==> config.mk <==
export PLATFORM = sky130hd
export DESIGN_NAME = uart_rx_os
export DESIGN_NICKNAME = d
export VERILOG_FILES = /design/src/rtl/uart_rx_os_pkg.sv /design/src/rtl/uart_rx_os_sampler.sv /design/src/rtl/uart_rx_os.sv
export SDC_FILE = /design/constraint.sdc
export NUM_CORES = 1
export LEC_CHECK = 0
export CAP_MARGIN = 15
export CORE_MARGIN = 4
export CORE_UTILIZATION = 45
export DETAILED_ROUTE_END_ITERATION = 7
export DONT_BUFFER_PORTS = 1
export PLACE_DENSITY = 0.61
export SLEW_MARGIN = 40
export SYNTH_ARGS = -nofsm -noshare
export SYNTH_HDL_FRONTEND = slang
export SYNTH_SLANG_ARGS = --single-unit
==> constraint.sdc <==
create_clock -name clk -period 1.6 [get_ports clk]
set_input_delay 0.32 -clock clk [delete_from_list [all_inputs] [get_ports clk]]
set_output_delay 0.32 -clock clk [all_outputs]
set_load 0.02 [all_outputs]
==> src/rtl/uart_rx_os_pkg.sv <==
// Shared definitions for the oversampling UART receiver: FSM states, parity codes, vote helper.
package uart_rx_os_pkg;

  typedef enum logic [2:0] {
    ST_IDLE,
    ST_START,
    ST_DATA,
    ST_PARITY,
    ST_STOP
  } rx_state_t;

  localparam int PARITY_NONE = 0;
  localparam int PARITY_EVEN = 1;
  localparam int PARITY_ODD  = 2;

  function automatic logic maj3(input logic a, input logic b, input logic c);
    return (a & b) | (a & c) | (b & c);
  endfunction

endpackage

==> src/rtl/uart_rx_os_sampler.sv <==
// Line front end: 2-flop synchronizer, start-edge detect, bit-period counter and
// 2-of-3 vote around mid-bit.
module uart_rx_os_sampler
  import uart_rx_os_pkg::*;
#(
  parameter int CLKS_PER_BIT = 16
) (
  input  logic clk,
  input  logic rst,
  input  logic rx,
  input  logic idle,
  output logic start_edge,
  output logic bit_tick,
  output logic bit_val
);

  localparam int CW  = $clog2(CLKS_PER_BIT);
  localparam int MID = CLKS_PER_BIT / 2;

  logic          rx_m;
  logic          rx_s;
  logic          rx_d;
  logic [CW-1:0] cnt;
  logic          s_a;
  logic          s_b;

  // The edge cycle itself counts as position 0 of the start bit, so the count restarts at 1.
  always_ff @(posedge clk) begin
    if (!rst) begin
      rx_m <= 1'b1;
      rx_s <= 1'b1;
      rx_d <= 1'b1;
      cnt  <= '0;
      s_a  <= 1'b1;
      s_b  <= 1'b1;
    end else begin
      rx_m <= rx;
      rx_s <= rx_m;
      rx_d <= rx_s;
      if (start_edge)
        cnt <= CW'(1);
      else if (idle)
        cnt <= '0;
      else if (cnt == CW'(CLKS_PER_BIT - 1))
        cnt <= '0;
      else
        cnt <= cnt + CW'(1);
      if (cnt == CW'(MID - 1)) s_a <= rx_s;
      if (cnt == CW'(MID))     s_b <= rx_s;
    end
  end

  assign start_edge = idle & rx_d & ~rx_s;
  assign bit_tick   = ~idle & (cnt == CW'(MID + 1));
  assign bit_val    = maj3(s_a, s_b, rx_s);

endmodule

==> src/rtl/uart_rx_os.sv <==
// Oversampling UART receiver: frame FSM and valid/ready output register with overrun detect.
module uart_rx_os
  import uart_rx_os_pkg::*;
#(
  parameter int CLKS_PER_BIT = 16,
  parameter int DATA_BITS    = 8,
  parameter int PARITY       = PARITY_NONE
) (
  input  logic                 clk,
  input  logic                 rst,
  input  logic                 rx,
  output logic [DATA_BITS-1:0] rx_data,
  output logic                 rx_valid,
  input  logic                 rx_ready,
  output logic                 frame_err,
  output logic                 parity_err,
  output logic                 overrun
);

  rx_state_t            state;
  rx_state_t            state_next;
  logic [2:0]           bit_idx;
  logic [DATA_BITS-1:0] data_sr;
  logic                 par_bit;
  logic                 frame_done;
  logic                 par_err_now;
  logic                 start_edge;
  logic                 bit_tick;
  logic                 bit_val;

  uart_rx_os_sampler #(.CLKS_PER_BIT(CLKS_PER_BIT)) u_sampler (
    .clk        (clk),
    .rst        (rst),
    .rx         (rx),
    .idle       (state == ST_IDLE),
    .start_edge (start_edge),
    .bit_tick   (bit_tick),
    .bit_val    (bit_val)
  );

  always_ff @(posedge clk) begin
    if (!rst) begin
      state   <= ST_IDLE;
      bit_idx <= '0;
      data_sr <= '0;
      par_bit <= 1'b0;
    end else begin
      state <= state_next;
      if (start_edge) bit_idx <= '0;
      if (bit_tick && state == ST_DATA) begin
        data_sr <= {bit_val, data_sr[DATA_BITS-1:1]};
        bit_idx <= bit_idx + 3'd1;
      end
      if (bit_tick && state == ST_PARITY) par_bit <= bit_val;
    end
  end

  always_comb begin
    state_next = state;
    frame_done = 1'b0;
    case (state)
      ST_IDLE:   if (start_edge) state_next = ST_START;
      ST_START:  if (bit_tick) state_next = bit_val ? ST_IDLE : ST_DATA;
      ST_DATA:
        if (bit_tick && bit_idx == 3'(DATA_BITS - 1))
          state_next = (PARITY == PARITY_NONE) ? ST_STOP : ST_PARITY;
      ST_PARITY: if (bit_tick) state_next = ST_STOP;
      ST_STOP:
        if (bit_tick) begin
          frame_done = 1'b1;
          state_next = ST_IDLE;
        end
      default:   state_next = ST_IDLE;
    endcase
  end

  always_comb begin
    par_err_now = 1'b0;
    if (PARITY == PARITY_EVEN)
      par_err_now = par_bit ^ (^data_sr);
    else if (PARITY == PARITY_ODD)
      par_err_now = ~(par_bit ^ (^data_sr));
  end

  // A completing frame is dropped only if the held one is still undelivered this cycle.
  always_ff @(posedge clk) begin
    if (!rst) begin
      rx_data    <= '0;
      rx_valid   <= 1'b0;
      frame_err  <= 1'b0;
      parity_err <= 1'b0;
      overrun    <= 1'b0;
    end else begin
      overrun <= 1'b0;
      if (frame_done) begin
        if (rx_valid && !rx_ready) begin
          overrun <= 1'b1;
        end else begin
          rx_data    <= data_sr;
          frame_err  <= ~bit_val;
          parity_err <= par_err_now;
          rx_valid   <= 1'b1;
        end
      end else if (rx_valid && rx_ready) begin
        rx_valid <= 1'b0;
      end
    end
  end

endmodule

# After elaboration in Yosys (flattened, before gate mapping)
# Cells that the tools add are included.
# W data, S select, Z words.
word_totals:
  ff_bits: 34
  word_cells: 75
  output_inout_bits: 12
  input_bits: 4
classes:
  reduce_logical: 13
  bitwise_logic: 13
  muxes: 18
  addsub: 2
  eq_ne: 15
ops:
  columns: ["operator", "count"]
  rows:
  - ["$mux W3", 7]
  - ["$pmux W3 S5", 1]
  - ["$eq A4 B4 Y1 const B", 3]
  - ["$ne A2 B2 Y1 const B", 5]
  - ["$mux W1", 9]
  - ["$and A1 B1 Y1", 6]
  - ["$eq A3 B2 Y1 const B", 2]
  - ["$eq A3 B3 Y1 const B", 2]
  - ["$reduce_and A2 Y1", 3]
  - ["$not A1 Y1", 5]
  - ["$reduce_and A5 Y1", 1]
  - ["$add A4 B1 Y4 const B", 1]
  - ["$eq A4 B3 Y1 const B", 1]
  - ["$logic_and A1 B1 Y1", 4]
  - ["$reduce_bool A2 Y1", 2]
  - ["$reduce_or A4 Y1", 1]
  - ["$add A3 B1 Y3 const B", 1]
  - ["$eq A3 B1 Y1 const B", 1]
  - ["$logic_not A3 Y1", 1]
  - ["$mux W2", 1]
  - ["$ne A2 B1 Y1 const B", 1]
  - ["$or A1 B1 Y1", 2]
  - ["$logic_not A1 Y1", 1]

# Longest topological paths before layout
depth:
  ltp_word: 7
  ltp_mapped: 7
  mapped_depth_nobuf: 6

# Hierarchy
# From an unflattened synthesis, not the netlist that was laid out.
hier_totals:
  cells_unflattened: 153
  area_unflattened_um2: 1467.7
modules_own_cells:
  columns: ["mod", "instances", "area_per_inst_um2", "cells_each", "seq_area_each_um2"]
  rows:
  - ["uart_rx_os", 1, 1084.8, 115, 500.5]
  - ["uart_rx_os_sampler", 1, 382.9, 38, 180.2]

# Worst setup path before layout
# No wires, ideal clock.
synth_timing:
  path_type: "register -> register"
  start: "register u_sampler.cnt[0]"
  end: "register bit_idx[2]"
  path_stages_with_launch: 7
  t_arrival_ns: 1.323
  n_path_buf: 1
  synth_period_minus_slack_ns: 1.457
  setup_time_ns: 0.134
  path_slack_ns: 0.143
  required_time_ns: 1.466
  path_cell_list: "dfxtp_1 ha_1 nand3b_4 or3_1 buf_6 nand3_1 a21oi_1"
synth_via:
  elab_chain_cells: 4
  word_cells_on_any_way: 5
  classes_between: "eq/ne: 1; mux: 1; bitwise: 1; reduce/logical: 2"
synth_rtl:
  columns: ["element", "line_no", "text"]
  rows:
  - ["start, declared", "uart_rx_os_sampler.sv:23", "logic [CW-1:0] cnt;"]
  - ["start signal, assigned", "uart_rx_os_sampler.sv:47", "cnt <= cnt + CW'(1);"]
  - ["$eq A4 B4 Y1 (*)", "uart_rx_os_sampler.sv:54", "assign bit_tick = ~idle & (cnt == CW'(MID + 1));"]
  - ["$and A1 B1 Y1 (*)", "uart_rx_os_sampler.sv:54", null]
  - ["$logic_and A1 B1 Y1 (*)", "uart_rx_os.sv:50", "if (bit_tick && state == ST_DATA) begin"]
  - ["$mux W3 or $reduce_bool A2 Y1 (tied branches)", null, null]
  - ["end signal, assigned", "uart_rx_os.sv:52", "bit_idx <= bit_idx + 3'd1;"]
  - ["end, declared", "uart_rx_os.sv:22", "logic [2:0] bit_idx;"]
# Every way passes the cells marked *; elsewhere a longest branch is shown, timed or not.
# A chain may end at the register's enable or synchronous reset.

# Worst setup path in the final report
layout_timing:
  start: "register u_sampler.cnt[1]"
  end: "register data_sr[6]"
layout_via:
  elab_chain_cells: 3
layout_rtl:
  columns: ["element", "line_no", "text"]
  rows:
  - ["$eq A4 B4 Y1", "uart_rx_os_sampler.sv:54", null]
  - ["$and A1 B1 Y1", "uart_rx_os_sampler.sv:54", null]
  - ["$logic_and A1 B1 Y1", "uart_rx_os.sv:50", null]
  - ["end signal, assigned", "uart_rx_os.sv:51", "data_sr <= {bit_val, data_sr[DATA_BITS-1:1]};"]
  - ["end, declared", "uart_rx_os.sv:23", "logic [DATA_BITS-1:0] data_sr;"]
# No other way between the ends.

==> impl_metrics.env <==
export IMPL_wl_per_cell_um=13.17
export IMPL_drv_slew=0
export IMPL_pre_cts_slack_ps=41.38
export IMPL_finalPower_mw=1.492
export IMPL_overflow=0
export IMPL_hp_class="in -> reg"
export IMPL_numPortBuffers=0
export IMPL_yosysWarnings=0
export IMPL_cp_start_kind="flop"
export IMPL_avgViaCountPerCell=5.274
export IMPL_grt_pass1_wl_um=4202
export IMPL_cts_buffer_depth=2
export IMPL_antenna_found_initial=0
export IMPL_maxCapViolCount=0
export IMPL_period_share=0.9296
export IMPL_powerDensity_nw_per_um2=978.3
export IMPL_ant_nets=0
export IMPL_syn_avg_cell_area_sq_um=9.397
export IMPL_vias=981
export IMPL_routed_wirelength_um=2450
export IMPL_io_pins=16
export IMPL_clkTransAtPathRegs_ps=90
export IMPL_yosysMostFrequentCell="dfxtp_1"
export IMPL_status="finished clean"
export IMPL_num_rows=19
export IMPL_internal_power_mw=1.197
export IMPL_path_max_fanout=11
export IMPL_worstSetupPathType="reg -> reg"
export IMPL_rsz0062_at_grt="no"
export IMPL_grt_max_degree=15
export IMPL_h_tree_depth=2
export IMPL_synth_edf_count=0
export IMPL_final_area_sq_um=1525
export IMPL_nets=163
export IMPL_drtPass1Iterations=4
export IMPL_synth_top_cells_by_count="dfxtp_1, nand2_1, nor2_1, a21oi_1, mux2i_1"
export IMPL_track_usage=0.1360
export IMPL_drc=0
export IMPL_drt_initial_drc_count=63
export IMPL_synth_nets=156
export IMPL_synth_area_leaders="dfxtp_1, mux2i_1, nand2_1"
export IMPL_synth_flop_cell="dfxtp_1"
export IMPL_worst_endpoint_required_ps=1860
export IMPL_hold_viol_final=0
export IMPL_p_comb_frac=0.026
export IMPL_synth_seq_cells=34
export IMPL_async_flop_share=0
export IMPL_yosysTopAreaCell="dfxtp_1"
export IMPL_clock_sinks=34
export IMPL_pwr_share_seq=0.574
export IMPL_synth_top_area_frac=0.4928
export IMPL_clock_fmax_ghz=0.6723
export IMPL_n_antenna_cell=0
export IMPL_die_w_um=63.41
export IMPL_power_frac_clock=0.400
export IMPL_grt_busiest_layer="met2"
export IMPL_die_height_um=63.41
export IMPL_met2_usage=0.2360
export IMPL_met3_usage=0.04796
export IMPL_switching_share=0.1981
export IMPL_power_switching_uw=295.6
export IMPL_synth_area_sq_um=1381
export IMPL_drive_above_1_share=0.1484
export IMPL_met1_usage=0.1429
export IMPL_start_util=0.4842
export IMPL_period_needed_ps=1487
export IMPL_coreArea_sq_um=2853
export IMPL_leakage_nw=0.6405
export IMPL_syn_inst=147
export IMPL_skew_ps=8.253
export IMPL_ir_worst_vdd_v=0.0005487
export IMPL_grt_pass1_vias=977
export IMPL_end_kind="flop"
export IMPL_synth_cell_type_count=36
export IMPL_cts_buffers=5
export IMPL_dp_hpwl_um=1830
export IMPL_place_congestion=0.8025
export IMPL_syn_to_final_growth_pct=10.42
export IMPL_place_area_sq_um=1435
export IMPL_dieArea_sq_um=4020
export IMPL_crit_arrival_ps=1740
export IMPL_finalSetupViolCount=0
export IMPL_root_buffer="clkbuf_4"
export IMPL_seq_area_frac_synth=0.4928
export IMPL_clock_latency_ps=320
export IMPL_cts_tree="built"
export IMPL_finalSetupTns_ps=0
export IMPL_layout_setup_ws_ps=112.6
export IMPL_ctsHoldBuffers=0
-- per-layer routing --
metal / vias to the layer above / wire length (um)
met3: 2 / 129
met2: 21 / 1197
met1: 448 / 1102
met4: 0 / 20
met5: - / 0
li1: 510 / -
-- sequential cells by signal (all words and copies together), names as in the netlist --
signal          count
rx_data             8
u_sampler.rx_d      1
overrun             1
bit_idx             3
u_sampler.cnt       4
data_sr             8
u_sampler.rx_s      1
u_sampler.s_b       1
rx_valid            1
frame_err           1
u_sampler.rx_m      1
state               3
u_sampler.s_a       1
-- power by group through the flow --
| stage | clock network [mW] | registers, mW | logic, mW |
|---|---|---|---|
| finish | 0.597 | 0.856 | 0.0391 |
| global route | 0.662 | 0.858 | 0.0436 |
| CTS | 0.618 | 0.856 | 0.0392 |
| detailed placement | 0 | 0.876 | 0.0393 |
| global placement | 0 | 0.875 | 0.0376 |
| floorplan | 0 | 0.875 | 0.0301 |
-- worst max-delay path, stage by stage (launching register included) --
cell and delay, ps:
dfxtp_1 330, inv_1 80, ha_2 190, nand3b_4 90
buf_4 150, nor3_1 170, buf_4 200, nand2_1 80
a21oi_1 130
-- metrics by stage --
stage / utilization / hold slack (ps) / cells
after floorplan: - / 386.3 / 147
after global placement: 0.5031 / 392.0 / 178
after detailed placement: 0.5031 / 394.8 / 178
after CTS: 0.5294 / 51.63 / 186
after global routing: 0.5346 / 45.89 / 186
final: 0.5346 / 64.86 / 186
-- layout make-up --
| class | instances | area, sq um |
|---|---|---|
| flip-flops and latches | 34 | 680.7 |
| multi-input cells | 102 | 654.4 |
| fillers | 288 | 1328 |
| well taps | 31 | 38.79 |
| clock buffers | 7 | 45.04 |
| clock inverters | 1 | 30.03 |
| repair buffers | 6 | 57.56 |
| inverters | 5 | 18.77 |
-- final timing paths --
check	start	end	slack, ps	cells after the start
setup / recovery	u_sampler.cnt[1]$_SDFF_PP0_	data_sr[6]$_SDFFE_PN0P_	110	8
hold reg to reg	u_sampler.rx_m$_SDFF_PN1_	u_sampler.rx_s$_SDFF_PN1_	430	1
setup reg to reg	u_sampler.cnt[1]$_SDFF_PP0_	data_sr[6]$_SDFFE_PN0P_	110	8
hold / removal	rst	u_sampler.rx_d$_SDFF_PN1_	60	1
-- kinds of logic after synthesis --
logic type | count (synthesis) | share of synthesized area
AND/OR/NAND/NOR | 62 | 0.2301
AO/OA/AOI/OAI | 21 | 0.09059
XOR/XNOR | 2 | 0.01268
buffers and inverters | 11 | 0.04438
other | 1 | 0.002715
adder cells (fa/ha/maj) | 6 | 0.05344
flip-flops | 34 | 0.4928
multiplexers | 10 | 0.07337
-- placed cells by master, fill, tap and decap left out, drive strengths merged --
master   n
dfxtp   34
nand2   24
nor2    15
a21oi   13
mux2i    9
nand2b   7
clkbuf   7
buf      6
nand3    5
inv      5
ha       5
nand3b   3
nor3     2
o21ai    2
or3      1
nand4b   1
a31o     1
xor2     1
a211oi   1
mux2     1
maj3     1
o21a     1
or2      1
nor4     1
o211ai   1
o311ai   1
o22ai    1
or4      1
or2b     1
xnor2    1
conb     1
bufinv   1
-- what timing repair did --
item | 4_1_cts | 5_1_grt
gates resized for setup | 0 | 4
endpoints found under the setup margin | 0 | 10
buffers inserted | 0 | 0
No activity file was read; power rests on OpenSTA's default activity.
